### config.mk
export PLATFORM = sky130hd
export DESIGN_NAME = cell_pos_writer
export DESIGN_NICKNAME = d
export VERILOG_FILES = /design/src/rtl/cell_pos_writer_pkg.sv /design/src/rtl/cell_pos_writer.sv
export SDC_FILE = /design/constraint.sdc
export NUM_CORES = 1
export LEC_CHECK = 0
export CORE_MARGIN = 1
export CORE_UTILIZATION = 25
export DETAILED_ROUTE_END_ITERATION = 7
export MAX_ROUTING_LAYER = met4
export PLACE_DENSITY = 0.55
export SYNTH_ARGS = -nofsm -noshare
export SYNTH_HDL_FRONTEND = slang
export SYNTH_SLANG_ARGS = --single-unit
### constraint.sdc
create_clock -name clock -period 3.7 [get_ports clock]
set_input_delay 0.74 -clock clock [delete_from_list [all_inputs] [get_ports clock]]
set_output_delay 0.74 -clock clock [all_outputs]
set_load 0.005 [all_outputs]
### src/rtl/cell_pos_writer_pkg.sv
// Shared definitions for the per-cell position memory writer: FSM state
// encoding and the {posz, posy, posx} word layout used by the position
// cache and cell memory generators.
package cell_pos_writer_pkg;

  localparam int POS_FIELD_WIDTH = 32;
  localparam int POS_WORD_WIDTH  = 3 * POS_FIELD_WIDTH;

  // Field offsets inside one packed position word.
  localparam int POSX_LSB = 0;
  localparam int POSY_LSB = POSX_LSB + POS_FIELD_WIDTH;
  localparam int POSZ_LSB = POSY_LSB + POS_FIELD_WIDTH;

  typedef struct packed {
    logic [POS_FIELD_WIDTH-1:0] posz;
    logic [POS_FIELD_WIDTH-1:0] posy;
    logic [POS_FIELD_WIDTH-1:0] posx;
  } pos_word_t;

  // Writer FSM encoding; kept as plain constants for legacy tools.
  typedef logic [2:0] state_t;
  localparam state_t ST_IDLE   = 3'd0;
  localparam state_t ST_FILL   = 3'd1;
  localparam state_t ST_COMMIT = 3'd2;
  localparam state_t ST_DONE   = 3'd3;
  localparam state_t ST_VERIFY = 3'd4;

  function automatic logic [POS_WORD_WIDTH-1:0] pack_pos(
    input logic [POS_FIELD_WIDTH-1:0] posx,
    input logic [POS_FIELD_WIDTH-1:0] posy,
    input logic [POS_FIELD_WIDTH-1:0] posz
  );
    return {posz, posy, posx};
  endfunction

  function automatic pos_word_t unpack_pos(input logic [POS_WORD_WIDTH-1:0] word);
    pos_word_t p;
    p.posx = word[POSX_LSB +: POS_FIELD_WIDTH];
    p.posy = word[POSY_LSB +: POS_FIELD_WIDTH];
    p.posz = word[POSZ_LSB +: POS_FIELD_WIDTH];
    return p;
  endfunction

endpackage

### src/rtl/cell_pos_writer.sv
// Write-side controller for one per-cell position memory. Particles of a
// frame are packed into addresses 1..PARTICLE_NUM-1; when the frame closes
// the particle count is written into address 0.
// Optional readback check of word 0 is enabled by CELL_POS_WRITER_VERIFY_EN.
module cell_pos_writer
  import cell_pos_writer_pkg::*;
#(
  parameter int DATA_WIDTH   = 96,
  parameter int PARTICLE_NUM = 220,
  parameter int ADDR_WIDTH   = 8
) (
  input  logic                  clock,
  input  logic                  rst_n,
  input  logic                  frame_start,
  input  logic                  frame_end,
  input  logic                  in_valid,
  output logic                  in_ready,
  input  logic [DATA_WIDTH-1:0] in_pos,
  output logic [ADDR_WIDTH-1:0] mem_address,
  output logic [DATA_WIDTH-1:0] mem_data,
  output logic                  mem_wren,
  output logic                  mem_rden,
  input  logic [DATA_WIDTH-1:0] mem_q,
  output logic                  busy,
  output logic                  done,
  output logic                  overflow,
  output logic [ADDR_WIDTH-1:0] particle_count
`ifdef CELL_POS_WRITER_VERIFY_EN
  ,
  output logic                  verify_err
`endif
);

  localparam logic [ADDR_WIDTH-1:0] LP_PTR_FIRST = ADDR_WIDTH'(1);
  localparam logic [ADDR_WIDTH-1:0] LP_PTR_FULL  = ADDR_WIDTH'(PARTICLE_NUM);

  state_t                r_state;
  logic [ADDR_WIDTH-1:0] r_ptr;
  logic [ADDR_WIDTH-1:0] r_mem_address;
  logic [DATA_WIDTH-1:0] r_mem_data;
  logic                  r_mem_wren;
  logic                  r_busy;
  logic                  r_done;
  logic                  r_overflow;
  logic [ADDR_WIDTH-1:0] r_particle_count;

  logic                  w_room;
  logic [ADDR_WIDTH-1:0] w_count;
  logic                  w_unused_q;

  // The pointer always sits one past the last written particle.
  assign w_room  = (r_ptr != LP_PTR_FULL);
  assign w_count = r_ptr - LP_PTR_FIRST;

`ifdef CELL_POS_WRITER_VERIFY_EN
  logic       r_mem_rden;
  logic [1:0] r_vcnt;
  logic       r_verify_err;
  logic       w_verify_mismatch;

  assign w_verify_mismatch = (mem_q[ADDR_WIDTH-1:0] != r_particle_count);
  assign w_unused_q        = ^mem_q[DATA_WIDTH-1:ADDR_WIDTH];
  assign mem_rden          = r_mem_rden;
  assign verify_err        = r_verify_err;
`else
  assign w_unused_q        = ^mem_q;
  assign mem_rden          = 1'b0;
`endif

  // Frame FSM, write pointer and registered memory-side outputs.
  // NOTE: state is updated with non-blocking assignments so every register
  // samples the pre-edge values, independent of statement order.
  always_ff @(posedge clock or negedge rst_n) begin
    if (!rst_n) begin
      // NOTE: the memory itself is outside this block and is never cleared;
      // an abandoned frame leaves address 0 holding the previous count.
      r_state          <= ST_IDLE;
      r_ptr            <= LP_PTR_FIRST;
      r_mem_address    <= '0;
      r_mem_data       <= '0;
      r_mem_wren       <= 1'b0;
      r_busy           <= 1'b0;
      r_done           <= 1'b0;
      r_overflow       <= 1'b0;
      r_particle_count <= '0;
`ifdef CELL_POS_WRITER_VERIFY_EN
      r_mem_rden       <= 1'b0;
      r_vcnt           <= '0;
      r_verify_err     <= 1'b0;
`endif
    end else begin
      // Strobes default low and are raised only in the cycle they apply.
      r_mem_wren <= 1'b0;
      r_done     <= 1'b0;
`ifdef CELL_POS_WRITER_VERIFY_EN
      r_mem_rden <= 1'b0;
`endif
      // busy drops the cycle after done unless a new frame opens right away.
      if (r_done) begin
        r_busy <= 1'b0;
      end

      case (r_state)
        ST_IDLE: begin
          if (frame_start) begin
            r_state    <= ST_FILL;
            r_ptr      <= LP_PTR_FIRST;
            r_overflow <= 1'b0;
            r_busy     <= 1'b1;
`ifdef CELL_POS_WRITER_VERIFY_EN
            r_verify_err <= 1'b0;
`endif
          end
        end

        ST_FILL: begin
          if (frame_start) begin
            // Restart: a beat arriving with the restart pulse is discarded.
            r_ptr      <= LP_PTR_FIRST;
            r_overflow <= 1'b0;
`ifdef CELL_POS_WRITER_VERIFY_EN
            r_verify_err <= 1'b0;
`endif
          end else begin
            if (in_valid) begin
              if (w_room) begin
                r_mem_wren    <= 1'b1;
                r_mem_address <= r_ptr;
                r_mem_data    <= in_pos;
                r_ptr         <= r_ptr + LP_PTR_FIRST;
              end else begin
                // Full cell: beat is still consumed so the stream keeps moving.
                r_overflow <= 1'b1;
              end
            end
            if (frame_end) begin
              r_state <= ST_COMMIT;
            end
          end
        end

        ST_COMMIT: begin
          r_mem_wren       <= 1'b1;
          r_mem_address    <= '0;
          r_mem_data       <= DATA_WIDTH'(w_count);
          r_particle_count <= w_count;
`ifdef CELL_POS_WRITER_VERIFY_EN
          r_vcnt  <= '0;
          r_state <= ST_VERIFY;
`else
          r_state <= ST_DONE;
`endif
        end

`ifdef CELL_POS_WRITER_VERIFY_EN
        ST_VERIFY: begin
          // One read strobe, then ride out the 2-cycle read latency.
          if (r_vcnt == 2'd0) begin
            r_mem_rden    <= 1'b1;
            r_mem_address <= '0;
          end
          r_vcnt <= r_vcnt + 2'd1;
          if (r_vcnt == 2'd2) begin
            r_state <= ST_DONE;
          end
        end
`endif

        ST_DONE: begin
          r_done  <= 1'b1;
          r_state <= ST_IDLE;
`ifdef CELL_POS_WRITER_VERIFY_EN
          if (w_verify_mismatch) begin
            r_verify_err <= 1'b1;
          end
`endif
        end

        default: begin
          r_state <= ST_IDLE;
        end
      endcase
    end
  end

  assign in_ready       = (r_state == ST_FILL);
  assign mem_address    = r_mem_address;
  assign mem_data       = r_mem_data;
  assign mem_wren       = r_mem_wren;
  assign busy           = r_busy;
  assign done           = r_done;
  assign overflow       = r_overflow;
  assign particle_count = r_particle_count;

endmodule
---- Yosys cells after proc, flatten, opt, wreduce, memory -nomap -nowiden ----
Cells that the tools add are included.
storage, ports and cells
  output and inout port bits .............. 118
  logic and storage cells ................. 60
  bits of input ports ..................... 197
  register bits ........................... 127
cells by class
  equal/unequal tests ..................... 12
  $add $sub $neg .......................... 2
  mux-type cells .......................... 30
  reductions and logical operators ........ 7
operators by type and width
  kind                   count
  $mux W96               3
  $pmux W96 S2           1
  $mux W8                7
  $pmux W8 S2            2
  $reduce_and A4 Y1      3
  $mux W1                11
  $mux W3                3
  $pmux W3 S3            1
  $add A8 B1 Y8 const B  1
  $ne A2 B2 Y1 const B   4
  $ne A8 B8 Y1 const B   1
  $sub A8 B1 Y8 const B  1
  $eq A3 B2 Y1 const B   2
  $ne A3 B3 Y1 const B   2
  $pmux W1 S2            2
  $reduce_bool A2 Y1     2
  $eq A3 B1 Y1 const B   1
  $logic_not A3 Y1       1
  $ne A3 B2 Y1 const B   1
  $reduce_and A3 Y1      1
  $ne A2 B1 Y1 const B   1

---- Logic depth before layout (Yosys ltp) ----
Gate-level depths: netlist of run 1.
  word-level depth ........................ 5
  gate-level depth with buffers ........... 10
  gate-level depth less buffers ........... 6

---- Least setup slack after synthesis of run 1 ----
OpenSTA, ideal clock, no wires.
  path kind ............................... register to register
  start ................................... reg r_ptr[0]
  end ..................................... reg r_mem_address[1], in the netlist mem_address[1]
  library setup time ...................... 121 ps
  required time ........................... 3579 ps
  arrival ................................. 2079 ps
  stages on the path, launching flop included .. 11
  period minus slack after synthesis ...... 2200 ps
  path slack .............................. 1500 ps
  path buffers ............................ 4
  cell sequence ........................... dfstp_2 > clkbuf_1 > inv_1 > ha_1 > nand4b_4 > o311ai_4 > and2_1 > buf_4 > buf_6 > buf_6 > a22o_1
on the way
  longest elaborated chain between the ends .. 3
ends and longest elaborated chain
  element                             line                    RTL
  start, declared                     cell_pos_writer.sv:38   logic [ADDR_WIDTH-1:0] r_ptr;
  start signal, assigned              cell_pos_writer.sv:130  r_ptr <= r_ptr + LP_PTR_FIRST;
  $ne A8 B8 Y1                        cell_pos_writer.sv:52   assign w_room = (r_ptr != LP_PTR_FULL);
  $ne A2 B1 Y1 (no source line)       -
  $reduce_and A4 Y1 (no source line)  -
  end signal, assigned                cell_pos_writer.sv:128  r_mem_address <= r_ptr;
  end, declared                       cell_pos_writer.sv:39   logic [ADDR_WIDTH-1:0] r_mem_address;
No other way between the ends.
A chain may end at the register's enable or synchronous reset.

---- Worst setup path after layout of run 1 ----
  start ................................... reg r_ptr[1]
  end ..................................... reg r_mem_data[7], in the netlist mem_data[7]
on the way
  longest elaborated chain between the ends .. 3
  elaborated cells on any way between the ends .. 5
  classes of those cells .................. add/sub: 1; eq/ne: 2; mux: 1; reduce/logical: 1
ends and longest elaborated chain
  element                                                line                    RTL
  branches (longest 3 deep; another with $sub A8 B1 Y8)  -
  end signal, assigned                                   cell_pos_writer.sv:129  r_mem_data <= in_pos;
  end signal, assigned                                   cell_pos_writer.sv:145  r_mem_data <= DATA_WIDTH'(w_count);
  end, declared                                          cell_pos_writer.sv:40   logic [DATA_WIDTH-1:0] r_mem_data;
Parallel ways; which one is timed is not known.

==> metrics.md, run 1 <==
| Metric | Value |
|---|---|
| H-tree levels | 4 |
| Post-synth EDFFs | 0 |
| Synth unique cells | 42 |
| Gr usage total | 14.68% |
| Final hold vios | 0 |
| Grt peak-use layer | met2 |
| Diode count | 0 |
| Power per Cell Area | 773.1 mW/mm2 |
| Synth Warn # | 0 |
| Ports | 315 |
| Final TNS setup | 0 ns |
| CP Cell Sequence | inv_1 -> ha_1 -> nand4b_4 -> o311ai_4 -> and2_4 -> buf_12 -> a221oi_1 |
| DR vias/cell | 4.594 |
| Fmax achieved | 376.0 MHz |
| CTS Buffer Depth | 2 |
| Worst min path class | in -> async |
| Synth area leader | dfrtp_1 |
| DR WL/cell | 16.68 um |
| CTS Buf Count | 17 |
| Met1 GRT Util | 17.62% |
| DP Wirelength | 10.49 mm |
| Max-cap viol count | 0 |
| CTS tree | yes |
| Req. time, crit path | 3.97 ns |
| Die width | 144.4 um |
| DRT antenna net count | 0 |
| Height of the die | 144.4 um |
| WHS | 0.4667 ns |
| Post-CTS Setup Bufs | 0 |
| Die area | 0.02085 mm2 |
| Root buffer cell | clkbuf_16 |
| Crit start category | flop |
| Row Count | 51 |
| Multi-input logic area | 0.001665 mm2 |
| Switching Fraction | 31.37% |
| Switching power | 1951 uW |
| Synthesized flop and latch total | 126 |
| Crit path DAT | 2.93 ns |
| Sink Count | 126 |
| P&R area growth vs syn | 58.69% |
| IO Port Bufs | 217 |
| Initial Util | 25.80% |
| Final setup violation count | 0 |
| Asr flop ratio synth | 100.0% |
| Final worst-path cycle share | 71.88% |
| Cells after Synth | 392 |
| Max Slew Vio Count | 0 |
| Crit. End Element | flop |
| Synthesized area per cell | 12.93 um2 |
| CP peak stage delay | 0.52 ns |
| Clk pwr share | 26.6% |
| Post-route total power | 6220 uW |
| Post-synth top area share | 61.70% |
| WL final | 14.72 mm |
| Hold Buf Count CTS | 0 |
| Final Net Count | 808 |
| Via count | 4052 |
| Syn_nets | 596 |
| Seq/Total Area, Yosys | 62.22% |
| Vias in the first global route | 4304 |
| Core box area | 0.01965 mm2 |
| Drt drc | 0 |
| Largest net degree at the start of global routing | 71 |
| Combinational share of power | 38.3% |
| Sequential share of power | 35.1% |
| Critical path's slowest cell | and2_4 |
| Worst Path Buf+Inv | 2 |
| Post-cts resize count | 0 |
| Relative slew slack | 39.62% |
| Initial DRC count | 197 |
| Crit-path leading delay family | simple AND/OR/NAND/NOR gates |
| Crit path max fanout | 49 |
| Pleak | 0.003551 uW |
| Peak supply drop | 0.3392 mV |
| DR pass1 iterations | 4 |
| Post-synth top flop | dfrtp_1 |
| Clock latency on the worst-skew pair | 0.41 ns |
| Final Core Density | 40.93% |
| Cell Int Power | 4269 uW |
| Status | complete, no violations |
| Clock Pin Slew Worst Setup and Hold Paths | 0.06 ns |
| RSZ-0062 raised after global routing | no |
| Skew final | 0.008548 ns |
| Register area | 0.003154 mm2 |
| GR Overflow Total | 0 |
| Share of cells above drive strength 1 | 7.618% |
| FILL cells | 1881 |
| GPL Wtd Cong | 0.8147 |
| First-pass GRT wire length | 22.64 mm |
| Worst Tran Pin Value | 0.9057 ns |
| Crit path time final | 2.660 ns |
| Setup Crit Path Kind | reg -> reg |
| Met3 Use GR | 4.636% |
| Synth area leaders | dfrtp_1 (62%), a22o_1 (17%), ha_1 (1.7%), nor2_1 (1.6%), buf_6 (1.6%) |
| Antenna violations before repair | 0 |
| Post-Syn Area | 0.005070 mm2 |
| Met2 Resource Use GR | 23.25% |
==> registers in the layout, indices dropped and copies added, names as in the netlist <==
signal / count
mem_data: 96
mem_address: 8
particle_count: 8
r_ptr: 8
r_state: 2
busy: 1
done: 1
mem_wren: 1
overflow: 1
==> metal layers <==
metal	part of all wire (%)	vias up	wire length, um
met5	0	-	0
met4	1.6	0	231
met3	7.6	19	1112
met2	47	157	6921
met1	44	2009	6451
li1	-	1867	-
==> final timing paths <==
| path | startpoint | endpoint | slack [ns] | cells past startpoint |
|---|---|---|---|---|
| min in group clock | done | busy | 0.47 | 1 |
| min reg2reg | done | busy | 0.47 | 1 |
| max reg2reg | r_ptr[1] | mem_data[7] | 1.04 | 7 |
| max | r_ptr[1] | mem_data[7] | 1.04 | 7 |
| min | rst_n | mem_data[72] | 0.47 | 1 |
| max in group asynchronous | rst_n | mem_data[28] | 2.33 | 2 |
==> kinds of logic (layout without fill, tap and decap cells) <==
family	count (synthesis)	count (layout)	synth area share, %
AO/OA/AOI/OAI	135	135	22.01
flip-flops	126	126	62.22
AND/OR/NAND/NOR	61	61	6.071
buffers and inverters	48	273	5.133
multiplexers	10	10	2.073
adder cells (fa/ha/maj)	7	7	1.727
XOR/XNOR	4	4	0.6911
other	1	1	0.07397
==> cells in the mapped netlist, types with 3 or more instances <==
master	n
nand2b_1	5
xnor2_1	3
o31ai_1	4
buf_4	3
nand2_1	11
a21o_1	4
clkbuf_1	9
mux2_1	3
buf_6	7
a22o_1	96
nand3_1	9
o21ai_0	9
a21oi_1	7
nor2_1	22
inv_1	16
nor3_1	4
buf_2	13
ha_1	7
dfrtp_1	125
mux2i_1	6
==> worst register-to-register path: stages (launching register included) <==
cell,delay [ns]
dfrtp_1,0.48
inv_1,0.09
ha_1,0.28
nand4b_4,0.18
o311ai_4,0.47
and2_4,0.52
buf_12,0.32
a221oi_1,0.19
==> final cells by class <==
type	instances	share of cell area [%]
clock buffers	19	5.630
well taps	265	4.121
inverters	16	0.7465
repair buffers	225	27.87
flip-flops and latches	126	39.21
clock inverters	13	1.726
multi-input cells	218	20.70
==> through the flow <==
stage               worst slack (ns)  cells  area [um2]
floorplan                      1.500    392        5070
global placement              0.8626    850        7453
detailed placement            0.8379    850        7453
CTS                            1.049    882        8045
global route                  0.8670    882        8045
finish                         1.040    882        8045
==> placed cells by master (no fill, tap or decap), types with 4 or more instances in the layout <==
master,instances
a21o_1,4
a21oi_1,7
a22o_1,96
buf_4,8
clkbuf_16,17
clkdlybuf4s50_1,216
clkinvlp_4,5
dfrtp_1,125
ha_1,7
inv_1,16
mux2i_1,6
nand2_1,11
nand2b_1,5
nand3_1,9
nor2_1,21
nor3_1,4
o21ai_0,9
o31ai_1,4
==> power groups by stage <==
stage	Combinational (uW)	Sequential, uW	Clock [uW]
floorplan	1100	2170	0
global placement	2370	2190	0
detailed placement	2410	2200	0
CTS	2430	2190	1700
global route	2620	2250	1760
finish	2380	2180	1650
(Power assumes the default switching activity.)
==> run 2, diff against run 1 <==
- clock period: 3.7 -> 2.65 ns (I/O delays scaled with it)
==> metrics.md, run 2 (same netlist as run 1, synthesis figures left out) <==
| Metric | Value |
|---|---|
| DR WL/cell | 16.67 um |
| Max Slew Vio Count | 0 |
| Post-Place Cells | 854 |
| Largest net degree at the start of global routing | 127 |
| Initial Util | 25.80% |
| Sink Count | 126 |
| IO Port Bufs | 217 |
| Met3 Use GR | 4.901% |
| Status | complete, no violations |
| Final Core Density | 41.76% |
| Final TNS setup | 0 ns |
| GR Overflow Total | 0 |
| Via count | 4024 |
| DRT antenna net count | 0 |
| Crit start category | flop |
| Most common cell after layout, fill and taps aside | clkdlybuf4s50_1 |
| First-pass GRT wire length | 22.76 mm |
| Most frequent cells in the layout | clkdlybuf4s50_1 (216), dfrtp_1 (125), a22o_1 (96) |
| Row Count | 51 |
| P&R area growth vs syn | 61.90% |
| Fmax achieved | 411.5 MHz |
| Met2 Resource Use GR | 23.66% |
| RSZ-0062 raised after global routing | no |
| GPL Wtd Cong | 0.8484 |
| Multi-input logic area | 0.001665 mm2 |
| Height of the die | 144.4 um |
| Clock latency on the worst-skew pair | 0.41 ns |
| Vias in the first global route | 4307 |
| Post-cts resize count | 0 |
| Drt drc | 0 |
| DR pass1 iterations | 4 |
| Worst min path class | in -> async |
| Relative slew slack | 54.75% |
| Peak supply drop | 0.4232 mV |
| Met1 GRT Util | 17.61% |
| DR vias/cell | 4.542 |
| Hold Buf Count CTS | 0 |
| H-tree levels | 4 |
| CTS tree | yes |
| Share of cells above drive strength 1 | 8.052% |
| Crit path DAT | 2.77 ns |
| Register area | 0.003154 mm2 |
| Worst Tran Pin Value | 0.6742 ns |
| Initial DRC count | 208 |
| DP Wirelength | 10.41 mm |
| Pleak | 0.003635 uW |
| FILL cells | 1874 |
| WL final | 14.77 mm |
| Core box area | 0.01965 mm2 |
| CTS Buf Count | 17 |
| Finished Layout Cells | 886 |
| Final worst-path cycle share | 91.71% |
| Skew final | 0.004695 ns |
| Crit path time final | 2.430 ns |
| Crit. End Element | flop |
| Antenna violations before repair | 0 |
| Post-CTS Setup Bufs | 0 |
| Reg2reg path depth | 7 |
| Setup Crit Path Kind | reg -> reg |
| WHS | 0.2249 ns |
| Max reg flops | 96 |
| Diode count | 0 |
| Root buffer cell | clkbuf_16 |
| Die area | 0.02085 mm2 |
| Die width | 144.4 um |
| Max-cap viol count | 0 |
| Crit path max fanout | 41 |
| Final setup violation count | 0 |
| Ports | 315 |
| Gr usage total | 14.90% |
| Clock Pin Slew Worst Setup and Hold Paths | 0.06 ns |
| Req. time, crit path | 2.99 ns |
| Final hold vios | 0 |
| CTS Buffer Depth | 2 |
| Final Net Count | 812 |
| Grt peak-use layer | met2 |
| Power per Cell Area | 1116 mW/mm2 |
-- run 2: cell count changes in the layout (fill, tap and decap cells not counted) --
cell        previous run  this run
clkinvlp_4             5         2
inv_6                  2         3
clkinv_2               3         0
buf_12                 1         4
clkbuf_1               0         1
bufinv_16              2         6
buf_4                  8         9
-- run 2: final cells by class --
cell class | instances | share of cell area [%]
inverter | 16 | 0.7317
sequential | 126 | 38.43
clock buffer | 20 | 5.564
tap | 265 | 4.040
timing repair buffer | 229 | 28.14
clock inverter | 12 | 2.805
multi-input combinational | 218 | 20.29
-- run 2: routing by layer --
metal	share of wire, %	vias to the layer above	wire (um)
li1	-	1875	-
met1	44	1984	6448
met2	47	153	6952
met3	7.9	12	1171
met4	1.3	0	194
met5	0	-	0
-- run 2: worst paths after layout --
check	startpoint	endpoint	slack (ns)
hold / removal	rst_n	mem_data[71]	0.22
setup / recovery	r_ptr[0]	mem_data[67]	0.22
hold reg to reg	done	busy	0.46
setup reg to reg	r_ptr[0]	mem_data[67]	0.22
max in group asynchronous	rst_n	mem_data[38]	1.92
min in group clock	done	busy	0.46
-- run 2: power by group --
part | switching, uW | internal [uW] | total (uW)
Combinational | 1460 | 1980 | 3440
Clock | 887 | 1830 | 2710
Sequential | 403 | 2600 | 3010
-- run 2: worst max-delay path, stage by stage (launching register included) --
cell	delay, ns
dfstp_2	0.42
inv_1	0.10
ha_1	0.28
nand4b_4	0.18
o311ai_4	0.47
and2_4	0.44
buf_12	0.25
a22o_1	0.18
-- run 2: stage by stage --
stage | total power (uW) | setup slack [ns] | instance area, um2
2_1_floorplan | 4576 | 0.4504 | 5070
3_3_place_gp | 6459 | 0.2060 | 7521
3_5_place_dp | 6519 | 0.1837 | 7521
4_1_cts | 9314 | 0.1670 | 8208
5_1_grt | 9747 | 0.04937 | 8208
6_report | 9157 | 0.2197 | 8208
==> run 3, diff against run 2 <==
- CTS_BUF_LIST: unset -> sky130_fd_sc_hd__clkbuf_4 sky130_fd_sc_hd__clkbuf_8 sky130_fd_sc_hd__clkbuf_16
- RECOVER_POWER: unset -> 25
==> metrics.md, run 3 (same netlist as run 1, synthesis figures left out) <==
| Metric | Value |
|---|---|
| Crit. End Element | flop |
| Final hold vios | 0 |
| DRT antenna net count | 0 |
| Antenna violations before repair | 0 |
| Failing checks | capacitance limit, slew limit |
| Multi-input logic area | 0.001665 mm2 |
| Initial Util | 25.80% |
| DR WL/cell | 16.65 um |
| Crit path DAT | 2.78 ns |
| Peak supply drop | 0.4232 mV |
| Setup Crit Path Kind | reg -> reg |
| Fmax achieved | 411.2 MHz |
| Critical path's slowest cell | o311ai_4 |
| Pleak | 0.003633 uW |
| Final setup violation count | 0 |
| Vias in the first global route | 4307 |
| Via count | 4025 |
| Gr usage total | 14.90% |
| Core box area | 0.01965 mm2 |
| Worst min path class | reg -> reg |
| Hold Buf Count CTS | 0 |
| Drt drc | 0 |
| Die width | 144.4 um |
| FILL cells | 1874 |
| Skew final | 0.004696 ns |
| Final Core Density | 41.72% |
| Register area | 0.003154 mm2 |
| CTS tree | yes |
| Crit path max fanout | 41 |
| P&R area growth vs syn | 61.72% |
| WL final | 14.75 mm |
| DR vias/cell | 4.543 |
| CTS Buffer Depth | 2 |
| Crit path time final | 2.432 ns |
| Final TNS setup | 0 ns |
| CP peak stage delay | 0.47 ns |
| Req. time, crit path | 3.00 ns |
| Clock Pin Slew Worst Setup and Hold Paths | 0.06 ns |
| Power per Cell Area | 1118 mW/mm2 |
| Root buffer cell | clkbuf_16 |
| RSZ-0062 raised after global routing | no |
| Final Net Count | 812 |
| Height of the die | 144.4 um |
| Clock latency on the worst-skew pair | 0.41 ns |
| Crit start category | flop |
| DR pass1 iterations | 4 |
| Most common cell after layout, fill and taps aside | clkdlybuf4s50_1 |
| Ports | 315 |
| Max-cap viol count | 1 |
| Initial DRC count | 208 |
| Die area | 0.02085 mm2 |
| Max reg flops | 96 |
| Pre-CTS setup slack | 0.1837 ns |
| First-pass GRT wire length | 22.76 mm |
| Most frequent cells in the layout | clkdlybuf4s50_1 (216), dfrtp_1 (125), a22o_1 (96) |
| Row Count | 51 |
| IO Port Bufs | 217 |
| CP Cell Sequence | inv_1 -> ha_1 -> nand4b_4 -> o311ai_4 -> and2_4 -> buf_12 -> a22o_1 |
| Max Slew Vio Count | 127 |
| DP Wirelength | 10.41 mm |
| Largest net degree at the start of global routing | 127 |
| H-tree levels | 4 |
| GPL Wtd Cong | 0.8484 |
| Final worst-path cycle share | 91.77% |
| Diode count | 0 |
| CTS Buf Count | 17 |
| Relative slew slack | -13.73% |
| Status | finished with violations |
| Post-CTS Setup Bufs | 0 |
| Sink Count | 126 |
| Post-cts resize count | 0 |
| GR Overflow Total | 0 |
| Worst Tran Pin Value | 1.706 ns |
| Share of cells above drive strength 1 | 8.213% |
| Worst setup margin | 0.2181 ns |
==> run 3: through the flow <==
step	instance area (um2)	cells	total power, uW	hold slack (ns)
floorplan	5070	392	4576	0.2344
global placement	7521	854	6459	0.4489
detailed placement	7521	854	6519	0.4590
CTS	8212	886	9324	0.2475
global route	8199	886	9755	0.4733
finish	8199	886	9164	0.4568
==> run 3: final cells by class <==
class | instances | share of cell area [%]
sequential | 126 | 38.47
clock inverter | 12 | 2.808
tap | 265 | 4.044
inverter | 16 | 0.7325
clock buffer | 20 | 5.616
multi-input combinational | 218 | 20.31
timing repair buffer | 229 | 28.02
==> run 3: final timing paths <==
| kind | start | to | slack [ns] | cells past startpoint |
|---|---|---|---|---|
| worst max-delay path | r_ptr[0] | mem_data[77] | 0.22 | 7 |
| worst min register to register | done | busy | 0.46 | 1 |
| max in group asynchronous | rst_n | mem_data[38] | 0.88 | 2 |
| min in group asynchronous | rst_n | mem_data[80] | 0.71 | 2 |
| worst max register to register | r_ptr[0] | mem_data[77] | 0.22 | 7 |
| worst min-delay path | done | busy | 0.46 | 1 |
==> run 3: report_power, final <==
group | switching, uW | internal (uW) | leakage (uW) | total [uW]
logic | 1460 | 1980 | 0.00161 | 3430
clock network | 887 | 1840 | 0.000331 | 2720
registers | 403 | 2600 | 0.00170 | 3010
total | 2750 | 6420 | 0.00363 | 9160
==> run 3: layer usage <==
| metal | up-vias | global-route usage (%) | routed length [um] |
|---|---|---|---|
| li1 | 1876 | - | - |
| met1 | 1984 | 17.61 | 6445 |
| met2 | 153 | 23.66 | 6940 |
| met3 | 12 | 4.901 | 1169 |
| met4 | 0 | 5.263 | 194 |
| met5 | - | - | 0 |
==> run 3: critical path, delay by kind of cell (launching register included) <==
kind | cells | cell delay [ns]
AO/OA/AOI/OAI | 2 | 0.65
AND/OR/NAND/NOR | 2 | 0.62
flip-flops | 1 | 0.42
buffers and inverters | 2 | 0.35
adder cells (fa/ha/maj) | 1 | 0.28
